File: src/rtl/seq_pkg.sv
// Shared types for the serial detector / pattern generator pair: detector and
// generator state encodings plus the detector next-state function.
package seq_pkg;

  typedef enum logic [2:0] {
    DET_A = 3'd0,
    DET_B = 3'd1,
    DET_C = 3'd2,
    DET_D = 3'd3,
    DET_E = 3'd4,
    DET_F = 3'd5
  } det_state_e;

  typedef enum logic [1:0] {
    GEN_IDLE  = 2'd0,
    GEN_SHIFT = 2'd1,
    GEN_GAP   = 2'd2
  } gen_state_e;

  function automatic det_state_e det_next(input det_state_e s, input logic w);
    det_state_e n;
    case (s)
      DET_A:   n = w ? DET_B : DET_A;
      DET_B:   n = w ? DET_C : DET_E;
      DET_C:   n = w ? DET_C : DET_D;
      DET_D:   n = w ? DET_F : DET_A;
      DET_E:   n = w ? DET_F : DET_A;
      DET_F:   n = w ? DET_C : DET_E;
      default: n = DET_A;
    endcase
    return n;
  endfunction

endpackage

File: src/rtl/det_model.sv
// Reference Moore model of the serial sequence detector; z is high in D and F.
// Reusable standalone by benches that need a predicted detector output.
module det_model
  import seq_pkg::*;
(
  input  logic clk,
  input  logic rst,
  input  logic w,
  output logic z
);

  det_state_e state_q;
  det_state_e state_d;

  assign state_d = det_next(state_q, w);

  always_ff @(posedge clk or negedge rst) begin
    if (!rst) state_q <= DET_D;
    else      state_q <= state_d;
  end

  assign z = (state_q == DET_D) || (state_q == DET_F);

endmodule

File: src/rtl/serial_pattern_gen.sv
// Serialises handshaked pattern words MSB-first onto w, with optional idle gap.
// Define SERIAL_PATTERN_GEN_EXPECT_EN to embed the detector model driving z_exp.
module serial_pattern_gen
  import seq_pkg::*;
#(
  parameter int WIDTH = 8,
  parameter int GAP   = 0
) (
  input  logic                     clk,
  input  logic                     rst,
  input  logic [WIDTH-1:0]         in_data,
  input  logic [$clog2(WIDTH):0]   in_len,
  input  logic                     in_valid,
  output logic                     in_ready,
  output logic                     w,
  output logic                     w_valid,
  output logic                     done,
  output logic                     busy,
  output logic                     z_exp
);

  localparam int              LW      = $clog2(WIDTH) + 1;
  localparam logic [LW-1:0]   WIDTH_L = LW'(WIDTH);
  localparam logic [LW-1:0]   ONE_L   = LW'(1);
  localparam logic [LW-1:0]   TWO_L   = LW'(2);
  localparam logic [3:0]      GAP_L   = 4'(GAP);

  gen_state_e       state_q;
  logic [WIDTH-1:0] shreg_q;
  logic [LW-1:0]    cnt_q;
  logic [3:0]       gcnt_q;
  logic             w_q;
  logic             w_valid_q;
  logic             done_q;

  logic [LW-1:0]    eff_len_d;
  logic             last_bit;
  logic             accept;

  assign eff_len_d = (in_len == '0 || in_len > WIDTH_L) ? WIDTH_L : in_len;
  assign last_bit  = (state_q == GEN_SHIFT) && (cnt_q == ONE_L);
  // With no gap the next word may be taken while its predecessor's last bit is on w.
  assign in_ready  = (state_q == GEN_IDLE) || ((GAP == 0) && last_bit);
  assign accept    = in_valid && in_ready;

  // shreg_q holds only the bits still to be sent; the current bit lives in w_q.
  always_ff @(posedge clk or negedge rst) begin
    if (!rst) begin
      state_q   <= GEN_IDLE;
      shreg_q   <= '0;
      cnt_q     <= '0;
      gcnt_q    <= '0;
      w_q       <= 1'b0;
      w_valid_q <= 1'b0;
      done_q    <= 1'b0;
    end else if (accept) begin
      state_q   <= GEN_SHIFT;
      shreg_q   <= {in_data[WIDTH-2:0], 1'b0};
      cnt_q     <= eff_len_d;
      w_q       <= in_data[WIDTH-1];
      w_valid_q <= 1'b1;
      done_q    <= (eff_len_d == ONE_L);
    end else begin
      case (state_q)
        GEN_SHIFT: begin
          if (cnt_q > ONE_L) begin
            shreg_q <= {shreg_q[WIDTH-2:0], 1'b0};
            cnt_q   <= cnt_q - ONE_L;
            w_q     <= shreg_q[WIDTH-1];
            done_q  <= (cnt_q == TWO_L);
          end else begin
            shreg_q   <= '0;
            cnt_q     <= '0;
            w_q       <= 1'b0;
            w_valid_q <= 1'b0;
            done_q    <= 1'b0;
            if (GAP > 0) begin
              state_q <= GEN_GAP;
              gcnt_q  <= GAP_L;
            end else begin
              state_q <= GEN_IDLE;
            end
          end
        end
        GEN_GAP: begin
          if (gcnt_q <= 4'd1) begin
            state_q <= GEN_IDLE;
            gcnt_q  <= '0;
          end else begin
            gcnt_q  <= gcnt_q - 4'd1;
          end
        end
        default: state_q <= GEN_IDLE;
      endcase
    end
  end

  assign w       = w_q;
  assign w_valid = w_valid_q;
  assign done    = done_q;
  assign busy    = (state_q != GEN_IDLE);

`ifdef SERIAL_PATTERN_GEN_EXPECT_EN
  det_model u_det (
    .clk (clk),
    .rst (rst),
    .w   (w_q),
    .z   (z_exp)
  );
`else
  assign z_exp = 1'b0;
`endif

endmodule
File: config.mk
export PLATFORM = sky130hd
export DESIGN_NAME = serial_pattern_gen
export DESIGN_NICKNAME = d
export VERILOG_FILES = /design/src/rtl/seq_pkg.sv /design/src/rtl/det_model.sv /design/src/rtl/serial_pattern_gen.sv
export SDC_FILE = /design/constraint.sdc
export NUM_CORES = 1
export LEC_CHECK = 0
export CORE_UTILIZATION = 49
export CTS_BUF_LIST = sky130_fd_sc_hd__clkbuf_4 sky130_fd_sc_hd__clkbuf_8
export CTS_CLUSTER_DIAMETER = 120
export DETAILED_ROUTE_END_ITERATION = 8
export PLACE_DENSITY = 0.82
export SYNTH_ARGS = -nofsm -noshare
export SYNTH_HDL_FRONTEND = slang
export SYNTH_HIERARCHICAL = 1
export SYNTH_SLANG_ARGS = --single-unit
File: constraint.sdc
create_clock -name clk -period 1.7 [get_ports clk]
set_input_delay 0.34 -clock clk [delete_from_list [all_inputs] [get_ports clk]]
set_output_delay 0.34 -clock clk [all_outputs]
set_load 0.05 [all_outputs]
==> impl_metrics.env <==
export IMPL_cts_buffer_depth=2
export IMPL_synth_distinct_cells=28
export IMPL_start_util_pct=52.8
export IMPL_grt_pass1_wl_um=3200
export IMPL_reg2reg_setup_slack_ps=40
export IMPL_vias=713
export IMPL_hold_viol=0
export IMPL_violations="setup timing"
export IMPL_postRouteAntennaNets=0
export IMPL_synthesis_area_sq_um=796
export IMPL_synthCells=75
export IMPL_path_cells="inv_2, ha_4, or3b_4, nand2_4, buf_12"
export IMPL_p_per_area_mw_per_mm2=1860
export IMPL_synth_edf_count=0
export IMPL_finalCoreUtilization_pct=74.5
export IMPL_syn_area_per_cell_sq_um=10.6
export IMPL_synth_most_common_cell="dfrtp_1"
export IMPL_cp_data_required_time_ps=1360
export IMPL_post_place_ws_ps=-93.7
export IMPL_crit_family="simple AND/OR/NAND/NOR gates"
export IMPL_antenna_found_initial=0
export IMPL_yosysTopAreaCellShare_pct=47.2
export IMPL_fmax_mhz=544
export IMPL_gp_congestion=0.811
export IMPL_diodes=0
export IMPL_crit_type="reg -> out"
export IMPL_ys_flop_type="dfrtp_1"
export IMPL_worstSetupStartpointType="flip-flop"
export IMPL_synth_area_top_cells="dfrtp_1 (47%), a221o_1 (8.8%), and2_1 (5.5%), ha_1 (4.7%), inv_1 (3.3%)"
export IMPL_finalCriticalPeriod_ps=1840
export IMPL_max_cap_viol_count=0
export IMPL_nets=122
export IMPL_area_growth_pct=41.0
export IMPL_via_per_inst=5.99
export IMPL_wl_per_cell_um=16.0
export IMPL_clock_sinks=15
export IMPL_die_height_um=42.3
export IMPL_cts_hold_buf=0
export IMPL_ys_top_cells_by_count="dfrtp_1 (15), a221o_1 (7), and2_1 (7), inv_1 (7), nand2_1 (6)"
export IMPL_cts_tree="done"
export IMPL_dieArea_sq_mm=0.00179
export IMPL_relSlewSlack_pct=47.2
export IMPL_grt_overflow=0
export IMPL_clk_pin_slew_ps=90
export IMPL_end_kind="primary output"
export IMPL_yosysSeqAreaShare_pct=47.2
export IMPL_row_count=14
export IMPL_numCtsBuffers=3
export IMPL_vdd_drop_max_mv=1.06
export IMPL_drive_gt1_share_pct=25.2
export IMPL_die_x_um=42.3
export IMPL_max_stage_delay_ps=400
export IMPL_final_max_slew_violation_count=0
export IMPL_rsz0062_at_grt="true"
export IMPL_worst_pin_slew_ps=790
export IMPL_worstPathArrival_ps=1500
export IMPL_grt_usage_pct=24.6
export IMPL_h_tree_depth=1
export IMPL_crit_slowest_cell="dfrtp_1"
export IMPL_skew_ps=3.85
export IMPL_drt_iter0_markers=16
export IMPL_clk_insertion_delay_late_ps=290
export IMPL_synth_nets=93
export IMPL_grt_max_degree=16
export IMPL_place_hpwl_um=1340
export IMPL_finalCritPeriodShare_pct=108
export IMPL_holdWs_ps=358
export IMPL_wirelength_um=1910
export IMPL_path_buf_inv=2
export IMPL_yosysTopAreaCell="dfrtp_1"
export IMPL_core_area_sq_mm=0.00151
export IMPL_finalWorstSetupSlack_ps=-138
export IMPL_portBuffers=19
export IMPL_critPathMaxFanout=2
export IMPL_cts_root_buf="clkbuf_4"
export IMPL_finalSetupViolCount=1
export IMPL_ys_warnings_count=6
export IMPL_status="finished with violations"
export IMPL_pin_count=21
export IMPL_drc=0
export IMPL_first_pass_iters=6
export IMPL_hold_class="in -> async"
export IMPL_p_leak_nw=0.509
export IMPL_async_reset_ff_share_pct=100
export IMPL_grt_pass1_vias=700
export IMPL_synth_seq_cells=15
sequential cells by signal, summed over array words and instances, names as in the netlist:
name / cells
cnt_q: 4
done: 1
shreg_q: 7
state_q: 1
w: 1
w_valid: 1
stage by stage:
stage          setup TNS, ps  area (sq um)  cells  power (mW)
3_3_place_gp           -44.8          1040    112        1.72
3_5_place_dp            -398          1040    112        1.76
6_report                -138          1120    119        2.08
4_1_cts                 -135          1110    119        2.05
5_1_grt                 -251          1120    119        2.21
2_1_floorplan              0           798     75        1.35
logic make-up after synthesis:
kind of cell               count (synthesis)  synth area share [%]
AOI/OAI and AO/OA                         24                  26.1
and+or+nand+nor                           22                  16.0
DFF                                       15                  47.2
buffers and inverters                     10                  5.50
adders and majority gates                  3                  4.72
other                                      1                 0.471
routing by layer:
metal | GRT usage [%] | vias up | share of wire, %
met5 | 0 | - | 0
met4 | 13.8 | 0 | 3.3
met3 | 5.60 | 8 | 3.9
met2 | 37.5 | 18 | 51
met1 | 32.2 | 350 | 42
li1 | - | 337 | -
layout by cell type, fill, tap and decap left out, types with 2 or more instances in the layout:
cell type / count
inv_1: 6
a221o_1: 7
nor3b_1: 2
o21ai_0: 2
o211ai_1: 2
buf_12: 2
o221ai_1: 3
a31oi_1: 2
dfrtp_1: 15
and2_1: 7
clkdlybuf4s50_1: 14
buf_4: 11
nand2_1: 5
clkbuf_4: 3
worst paths after layout:
| path | start | endpoint | cells past startpoint |
|---|---|---|---|
| setup / recovery | cnt_q[1] | in_ready | 5 |
| hold / removal | rst | state_q[0] | 2 |
| setup reg to reg | cnt_q[1] | shreg_q[5] | 6 |
| hold reg to reg | shreg_q[5] | shreg_q[6] | 1 |
| max in group asynchronous | rst | cnt_q[2] | 2 |
| min in group clk | shreg_q[5] | shreg_q[6] | 1 |
power by group:
group          total [mW]  switching (mW)  internal [mW]
combinational        1.21           0.651          0.564
clock               0.210           0.122         0.0876
sequential          0.659           0.146          0.512
layout make-up:
cell class	instances	area [sq um]
clock inverters	1	5.00
flip-flops and latches	15	375
clock buffers	3	22.5
multi-input cells	50	410
inverters	7	26.3
well taps	16	20.0
fillers	94	384
repair buffers	27	263
what timing repair did:
action                     in CTS  in global routing
resized for setup               4                  4
pin swaps                       1                  0
setup endpoints to repair       1                 11
hold endpoints to repair        0                  0
setup buffers                   3                  0
No activity file was read; power rests on OpenSTA's default activity.
